<file path="src/rtl/gold_code_gen_pkg.sv">
// Shared constants for the Gold-code generator: GPS C/A defaults, seed type and all-ones seed.
package gold_pkg;

  localparam int          GOLD_MAX_LEN = 32;
  localparam int          GPS_LEN      = 10;
  localparam logic [31:0] GPS_TAPS_A   = 32'h0000_0204;
  localparam logic [31:0] GPS_TAPS_B   = 32'h0000_03A6;
  localparam int          GPS_SEQ_LEN  = 1023;

  // Seeds are carried at the widest supported length; users slice [LEN-1:0].
  typedef logic [GOLD_MAX_LEN-1:0] seed_t;
  localparam seed_t SEED_ONES = '1;

  function automatic int unsigned phase_clamp(input int unsigned sel, input int unsigned len);
    return (sel >= len) ? len - 1 : sel;
  endfunction

endpackage

</file>
<file path="src/rtl/gold_code_gen_if.sv">
// Chip-generator control/status bundle; Phase_Sel_0/1 exist only with GOLD_PHASE_TAP_EN.
interface gold_code_gen_if #(
  parameter int LEN = 10,
  parameter int CW  = 10
);
`ifdef GOLD_PHASE_TAP_EN
  localparam int PSW = $clog2(LEN);
  logic [PSW-1:0] Phase_Sel_0;
  logic [PSW-1:0] Phase_Sel_1;
`endif
  logic           Enable;
  logic           Load_En;
  logic [LEN-1:0] Seed_A;
  logic [LEN-1:0] Seed_B;
  logic           Chip;
  logic [CW-1:0]  Chip_Count;
  logic           Epoch;
  logic           Seed_Err;

  modport master (
`ifdef GOLD_PHASE_TAP_EN
    output Phase_Sel_0, Phase_Sel_1,
`endif
    output Enable, Load_En, Seed_A, Seed_B,
    input  Chip, Chip_Count, Epoch, Seed_Err
  );

  modport slave (
`ifdef GOLD_PHASE_TAP_EN
    input  Phase_Sel_0, Phase_Sel_1,
`endif
    input  Enable, Load_En, Seed_A, Seed_B,
    output Chip, Chip_Count, Epoch, Seed_Err
  );
endinterface

</file>
<file path="src/rtl/gold_code_gen_lfsr_fib.sv">
// Fibonacci LFSR: stage 0 is the input, stage i shifts to i+1, feedback is the parity of tapped stages.
module lfsr_fib #(
  parameter int             LEN  = 10,
  parameter logic [LEN-1:0] TAPS = {1'b1, {(LEN-1){1'b0}}}
) (
  input  logic           Clock,
  input  logic           Load,
  input  logic           Shift,
  input  logic [LEN-1:0] Seed,
  output logic [LEN-1:0] State
);

  always_ff @(posedge Clock) begin
    if (Load) begin
      State <= Seed;
    end else if (Shift) begin
      State <= {State[LEN-2:0], ^(State & TAPS)};
    end
  end

endmodule

</file>
<file path="src/rtl/gold_code_gen.sv">
// Gold-code chip generator: two LFSRs XOR-combined, epoch counter with re-seed at wrap.
// Optional GPS-style phase-select taps on register B when GOLD_PHASE_TAP_EN is defined.
module gold_code_gen
  import gold_pkg::*;
#(
  parameter int             LEN     = GPS_LEN,
  parameter logic [LEN-1:0] TAPS_A  = LEN'(GPS_TAPS_A),
  parameter logic [LEN-1:0] TAPS_B  = LEN'(GPS_TAPS_B),
  parameter int             SEQ_LEN = GPS_SEQ_LEN,
  parameter int             CW      = $clog2(SEQ_LEN)
) (
  input logic           Clock,
  input logic           Reset,
  gold_code_gen_if.slave bus
);

  localparam logic [LEN-1:0] ONES = SEED_ONES[LEN-1:0];
  localparam logic [CW-1:0]  LAST = CW'(SEQ_LEN - 1);

  logic [LEN-1:0] state_a, state_b;
  logic [LEN-1:0] held_a, held_b;
  logic [LEN-1:0] seed_a, seed_b;
  logic [CW-1:0]  count;
  logic           epoch, seed_err;
  logic           load_ok, wrap, reg_load, reg_shift;

  // Reset, accepted load and wrap all go through the register load path;
  // only the seed source differs.
  always_comb begin
    load_ok   = bus.Load_En && (|bus.Seed_A) && (|bus.Seed_B);
    wrap      = bus.Enable && !bus.Load_En && (count == LAST);
    reg_load  = Reset || load_ok || wrap;
    reg_shift = bus.Enable && !bus.Load_En;
    seed_a    = held_a;
    seed_b    = held_b;
    if (Reset) begin
      seed_a = ONES;
      seed_b = ONES;
    end else if (load_ok) begin
      seed_a = bus.Seed_A;
      seed_b = bus.Seed_B;
    end
  end

  lfsr_fib #(.LEN(LEN), .TAPS(TAPS_A)) u_lfsr_a (
    .Clock (Clock),
    .Load  (reg_load),
    .Shift (reg_shift),
    .Seed  (seed_a),
    .State (state_a)
  );

  lfsr_fib #(.LEN(LEN), .TAPS(TAPS_B)) u_lfsr_b (
    .Clock (Clock),
    .Load  (reg_load),
    .Shift (reg_shift),
    .Seed  (seed_b),
    .State (state_b)
  );

  always_ff @(posedge Clock) begin
    if (Reset) begin
      held_a   <= ONES;
      held_b   <= ONES;
      count    <= '0;
      epoch    <= 1'b0;
      seed_err <= 1'b0;
    end else begin
      epoch    <= 1'b0;
      seed_err <= 1'b0;
      if (bus.Load_En) begin
        if (load_ok) begin
          held_a <= bus.Seed_A;
          held_b <= bus.Seed_B;
          count  <= '0;
        end else begin
          seed_err <= 1'b1;
        end
      end else if (bus.Enable) begin
        if (wrap) begin
          count <= '0;
          epoch <= 1'b1;
        end else begin
          count <= count + CW'(1);
        end
      end
    end
  end

`ifdef GOLD_PHASE_TAP_EN
  localparam int PSW = $clog2(LEN);
  logic [PSW-1:0] sel0, sel1;
  assign sel0     = PSW'(phase_clamp(32'(bus.Phase_Sel_0), LEN));
  assign sel1     = PSW'(phase_clamp(32'(bus.Phase_Sel_1), LEN));
  assign bus.Chip = state_a[LEN-1] ^ state_b[sel0] ^ state_b[sel1];
`else
  assign bus.Chip = state_a[LEN-1] ^ state_b[LEN-1];
`endif

  assign bus.Chip_Count = count;
  assign bus.Epoch      = epoch;
  assign bus.Seed_Err   = seed_err;

endmodule

</file>
<file path="src/flat_wrapper.sv">
// flat-port wrapper written by rule: the top's interface ports become plain ports
module gold_code_gen_flat import gold_pkg::*;
#(
  parameter int             LEN     = GPS_LEN,
  parameter logic [LEN-1:0] TAPS_A  = LEN'(GPS_TAPS_A),
  parameter logic [LEN-1:0] TAPS_B  = LEN'(GPS_TAPS_B),
  parameter int             SEQ_LEN = GPS_SEQ_LEN,
  parameter int             CW      = $clog2(SEQ_LEN)
)
  (Clock, Reset, bus_Enable, bus_Load_En, bus_Seed_A, bus_Seed_B, bus_Chip, bus_Chip_Count, bus_Epoch, bus_Seed_Err);
  gold_code_gen_if #(.LEN(LEN), .CW(CW)) bus_i ();
  input logic Clock;
  input logic Reset;
  input wire logic [$bits(bus_i.Enable)-1:0] bus_Enable;
  input wire logic [$bits(bus_i.Load_En)-1:0] bus_Load_En;
  input wire logic [$bits(bus_i.Seed_A)-1:0] bus_Seed_A;
  input wire logic [$bits(bus_i.Seed_B)-1:0] bus_Seed_B;
  output wire logic [$bits(bus_i.Chip)-1:0] bus_Chip;
  output wire logic [$bits(bus_i.Chip_Count)-1:0] bus_Chip_Count;
  output wire logic [$bits(bus_i.Epoch)-1:0] bus_Epoch;
  output wire logic [$bits(bus_i.Seed_Err)-1:0] bus_Seed_Err;
  assign bus_i.Enable = bus_Enable;
  assign bus_i.Load_En = bus_Load_En;
  assign bus_i.Seed_A = bus_Seed_A;
  assign bus_i.Seed_B = bus_Seed_B;
  assign bus_Chip = bus_i.Chip;
  assign bus_Chip_Count = bus_i.Chip_Count;
  assign bus_Epoch = bus_i.Epoch;
  assign bus_Seed_Err = bus_i.Seed_Err;
  gold_code_gen #(.LEN(LEN), .TAPS_A(TAPS_A), .TAPS_B(TAPS_B), .SEQ_LEN(SEQ_LEN), .CW(CW)) u_core (.Clock(Clock), .Reset(Reset), .bus(bus_i));
endmodule
</file>
<file path="config.mk">
export PLATFORM = sky130hd
export DESIGN_NAME = gold_code_gen_flat
export DESIGN_NICKNAME = d
export VERILOG_FILES = /design/src/rtl/gold_code_gen_pkg.sv /design/src/rtl/gold_code_gen_if.sv /design/src/rtl/gold_code_gen_lfsr_fib.sv /design/src/rtl/gold_code_gen.sv /design/src/flat_wrapper.sv
export SDC_FILE = /design/constraint.sdc
export NUM_CORES = 1
export LEC_CHECK = 0
export ABC_AREA = 1
export CORE_ASPECT_RATIO = 1.4
export CORE_UTILIZATION = 27
export DETAILED_ROUTE_END_ITERATION = 8
export PLACE_DENSITY = 0.57
export SLEW_MARGIN = 20
export SYNTH_ARGS = -nofsm -noshare
export SYNTH_HDL_FRONTEND = slang
export SYNTH_SLANG_ARGS = --single-unit
</file>
<file path="constraint.sdc">
create_clock -name Clock -period 3 [get_ports Clock]
set_input_delay 0.6 -clock Clock [delete_from_list [all_inputs] [get_ports Clock]]
set_output_delay 0.6 -clock Clock [all_outputs]
set_load 0.01 [all_outputs]
</file>
## Word-level counts from Yosys, hierarchy flattened

Index checks and enable logic that the tools add are counted.

| storage, ports and cells | value |
|---|---|
| bits of input ports | 24 |
| register bits after elaboration | 52 |

| cells by class | value |
|---|---|
| equal/unequal tests | 2 |
| add/subtract/negate cells | 1 |
| multiplexer cells | 14 |
| bitwise logic cells | 3 |
| reductions and logical operators | 16 |

Operator list:

| kind | count |
|---|---|
| two-way mux 10 bit | 12 |
| OR reduction 10 bit | 2 |
| XOR reduction 10 bit | 2 |
| adder 10 x 1 -> 10 bit (second input constant) | 1 |
| equality test 10 bit (second input constant) | 1 |
| logical AND 1 bit | 4 |
| nonzero test 2 bit | 2 |
| OR reduction 3 bit | 1 |
| logical OR 1 bit | 2 |
| two-way mux 1 bit | 2 |
| inequality test 2 x 1 -> 1 bit (second input constant) | 1 |
| inverter 1 bit | 2 |
| AND reduction 2 bit | 1 |
| OR reduction 2 bit | 1 |
| logical NOT 1 bit | 1 |
| bitwise XOR 1 bit | 1 |

## Depth between registers and ports, before layout

| depth | value |
|---|---|
| word-level depth | 6 |
| depth in mapped cells | 11 |

## Hierarchy

From an unflattened synthesis, not the netlist that was laid out.

| second synthesis, totals | value |
|---|---|
| cells, all modules | 348 |
| area total of the unflattened synthesis | 2697.6 µm² |

Modules (own cells, without submodules):

| module | instances | cells each | area an instance (µm²) |
|---|---|---|---|
| gold_code_gen | 1 | 239 | 1727.9 |
| lfsr_fib at u_core.u_lfsr_b | 1 | 63 | 519.2 |
| lfsr_fib at u_core.u_lfsr_a | 1 | 46 | 450.4 |

## Worst setup path before layout

Ideal clock, no wire load.

| timing path | value |
|---|---|
| kind | input to register |
| start point | input port bus_Seed_B[1] |
| end point | register u_core.u_lfsr_a.State[0], enable pin |
| path slack | 0.529 ns |
| data arrival time | 1.974 ns |
| data required time | 2.503 ns |
| path buffers | 2 |
| cell stages on the path | 7 |
| cell sequence | or2_0 -> nor2_1 -> nand2_1 -> nand3_2 -> buf_6 -> buf_2 -> nand4_1 |

| between the ends | value |
|---|---|
| cells in the longest elaborated chain, start to end | 5 |

RTL lines:

| item | line | source |
|---|---|---|
| from (decl) | flat_wrapper.sv:17 | `input wire logic [$bits(bus_i.Seed_B)-1:0] bus_Seed_B;` |
| OR reduction 10 bit | gold_code_gen.sv:30 | `load_ok = bus.Load_En && (\|bus.Seed_A) && (\|bus.Seed_B);` |
| logical AND 1 bit | gold_code_gen.sv:30 |  |
| logical OR 1 bit (2 in a row) | gold_code_gen.sv:32 | `reg_load = Reset \|\| load_ok \|\| wrap;` |
| nonzero test 2 bit (no source line) | n/a |  |
| to (signal assigned) | gold_code_gen_lfsr_fib.sv:17 | `State <= {State[LEN-2:0], ^(State & TAPS)};` |
| to (decl) | gold_code_gen_lfsr_fib.sv:10 | `output logic [LEN-1:0] State` |

No other way between the ends.
A chain may end at the register's enable or synchronous reset.

## Worst setup path after layout

| timing path | value |
|---|---|
| start point | input port bus_Seed_B[1] |
| end point | register u_core.u_lfsr_a.State[1], data pin |

| between the ends | value |
|---|---|
| cells in the longest elaborated chain, start to end | 5 |
| elaborated cells on any way between the ends | 7 |
| those cells by class | mux (3); reduce/logical (4) |

RTL lines:

| item | line | source |
|---|---|---|
| OR reduction 10 bit (*) | gold_code_gen.sv:30 |  |
| logical AND 1 bit (*) | gold_code_gen.sv:30 |  |
| two-way mux 10 bit or logical OR 1 bit (tied branches) | n/a |  |
| two-way mux 10 bit or logical OR 1 bit (tied branches) | gold_code_gen.sv:36, gold_code_gen.sv:32 |  |
| two-way mux 10 bit (*) | gold_code_gen_lfsr_fib.sv:14 | `if (Load) begin` |

Every way passes the cells marked *; elsewhere a longest branch is shown, timed or not.

==> key figures <==
Clock network
  • CTS tree: done
  • # clock sinks: 52
  • Clock Pin Slew Worst Setup and Hold Paths: ~0.070 ns
  • Post-CTS Hold Fix Bufs: 0
  • Skew-Pair Late Insertion Delay: 0.29 ns
  • H-tree lvl count: 2
  • Inserted Clock Buffers: 5
  • CTS max path bufs: 2
  • CTS resizes: 0
  • Post-CTS Setup Inserts: 0
  • Clock root cell: clkbuf_16

Place
  • Detailed-placement wirelength estimate: ~4100 um
  • IO Port Bufs: 36
  • Placed insts: 470
  • Gpl congestion: between 0.8 and 0.9

Synth
  • Syn avg cell area: 7.83 sq um
  • Async SR Flop Fraction: 0
  • Synth unique cells: 25
  • Synth Flop Type: dfxtp_1
  • Post-synth EDFFs: 20
  • Register area share after synthesis: 0.474
  • Yosys reg bits: 52
  • Synth Net Count: 360
  • Mapped Area: about 0.0026 sq mm
  • YS warnings: 0
  • Cells after Synth: between 300 and 400

Die
  • Die W: about 85 um
  • Starting Density: 0.277
  • Die ar.: 0.0101 sq mm
  • CORE AREA: 0.00946 sq mm
  • Io pins: 37
  • Row cnt: 42
  • Die Y-Extent: between 100 and 150 um

Route
  • DRT Wirelength: 5790 um
  • DRC marker count from the first detailed-route iteration: about 90
  • Drt drc: 0
  • Routed length per placed instance: 12.1 um
  • Routed vias: around 2.2k
  • Routed vias/inst: approximately 4.7
  • Antenna viol nets, final: 0
  • First-pass detailed-route iteration total: 4

Timing
  • Hold Slack: approximately 0.45 ns
  • Final Hold Fails: 0
  • Final Setup Violations: 0
  • Slew Viols, Final: 0
  • Worst rel slew slack: 0.727
  • Clock skew: 0.00546 ns
  • RSZ-0062 raised after global routing: false
  • Final period util: 0.751
  • Tightest Pin Transition: around 0.41 ns
  • Max Freq: 444 MHz
  • Tmin final: about 2.3 ns
  • Sum of negative setup slack: 0 ns

Finish
  • Antenna diode count: 0
  • Layout cell share with drive strength beyond 1: 0.0954
  • Nets: 393
  • Final std cells w/o fill: 477
  • Most frequent cells in the layout: nand2_1 (105), nand3_1 (37), clkdlybuf4s50_1 (36)
  • Area Growth Syn to Fin: 24.6%
  • # fillers: roughly 1.0k
  • Most common cell after layout, fill and taps aside: nand2_1

Global route
  • Global-route wire length before repair: 9380 um
  • Overall Global Routing Usage: 0.116
  • Total grt overflow: 0
  • Vias in the first global route: about 2.0k
  • Pin count of the biggest net entering global routing: 32
  • Initial antenna violation count: 0

Critical path
  • WP data required: approximately 3.1 ns
  • Crit path max fanout: 20
  • Crit path kind: input port to register
  • Worst Setup End Kind: register
  • Reg2Reg Depth: 8
  • Startpoint types: input port
  • R2R Setup Slk: between 1 and 1.5 ns
  • CP Data Arrival Time: 2.30 ns

Hold path
  • Hold Path Stages: 2
  • Worst Hold Class: register to register

Run status
  • Status: finished, final reports clean

Power
  • Power Density: around 540 mW/mm^2
  • Peak VDD IR: 0.270 mV
  • Leakage: 0.00140 uW

Flow run
  • Max-cap viol count: 0
-- flip-flops by register name, indices dropped and copies added (netlist names) --
register and cells:
u_core.held_b 10, u_core.bus.Seed_Err 1, u_core.u_lfsr_a.State 10, u_core.bus.Epoch 1, u_core.bus.Chip_Count 10, u_core.u_lfsr_b.State 10
u_core.held_a 10
-- critical path, stage by stage --
cell,delay [ns]
clkdlybuf4s50_1,0.41
or2_0,0.23
nor2_1,0.16
nand2_1,0.12
nand3_2,0.17
nand3_2,0.35
nand2_1,0.20
nand2_1,0.06
-- per-layer routing --
layer	share of wire	up-vias	wire (um)	global-route usage
met5	0	-	0	0
met4	0.013	0	75	0.0434
met3	0.037	6	217	0.0209
met2	0.46	49	2650	0.182
met1	0.49	1017	2850	0.157
li1	-	1163	-	-
-- per-stage QoR --
step / power (uW) / util / setup slack, ns / instance area (sq um)
after floorplan: 969 / - / 0.529 / 2620
after global placement: 1050 / 0.325 / 0.464 / 3080
after detailed placement: 1050 / 0.325 / 0.415 / 3080
after CTS: 1770 / 0.345 / 0.719 / 3260
after global routing: 1830 / 0.345 / 0.618 / 3260
final: 1760 / 0.345 / 0.748 / 3260
-- final cells by class --
| cell class | instances | area [sq um] | share of cell area |
|---|---|---|---|
| Inverter | 23 | 86.3 | 0.0265 |
| Tap cell | 110 | 138 | 0.0422 |
| Timing Repair Buffer | 45 | 428 | 0.131 |
| Clock inverter | 2 | 60.1 | 0.0184 |
| Clock buffer | 5 | 125 | 0.0384 |
| Multi-Input combinational cell | 240 | 1180 | 0.363 |
| Sequential cell | 52 | 1240 | 0.381 |
-- cell usage after synthesis, drive strengths merged, types with 2 or more instances --
cell / n / area [sq um]
inv: 23 / 86.3
o21ai: 3 / 15.0
ha: 2 / 25.0
xor2: 3 / 26.3
nand4: 23 / 144
buf: 13 / 83.8
clkbuf: 6 / 22.5
nand2: 107 / 407
xnor2: 2 / 17.5
dfxtp: 32 / 641
edfxtp: 20 / 601
a21oi: 8 / 40.0
o21a: 2 / 15.0
nand3: 53 / 345
nor2: 33 / 124
-- logic make-up (layout without fill, tap and decap cells) --
group           count (synthesis)  in the layout  synth area share
compound gates                 13             13            0.0268
xor+xnor                        5              5            0.0167
fa+ha+maj                       2              2           0.00956
buf+inv                        42             75            0.0736
flops                          52             52             0.474
simple gates                  220            220             0.399
-- final timing paths --
kind,end,from
worst max-delay path,u_core.u_lfsr_a.State[1],bus_Seed_B[1]
worst min-delay path,u_core.held_b[6],u_core.held_b[6]
worst max register to register,u_core.u_lfsr_a.State[1],u_core.bus.Chip_Count[0]
worst min register to register,u_core.held_b[6],u_core.held_b[6]
-- where the power goes --
group	total, uW	leakage [uW]	switching [uW]	internal, uW
Clock	724	0.0000899	251	473
Combinational	219	0.000853	123	96.0
Sequential	813	0.000459	21.5	792
Total	1760	0.00140	396	1360
Power figures use the tool's default switching activity.
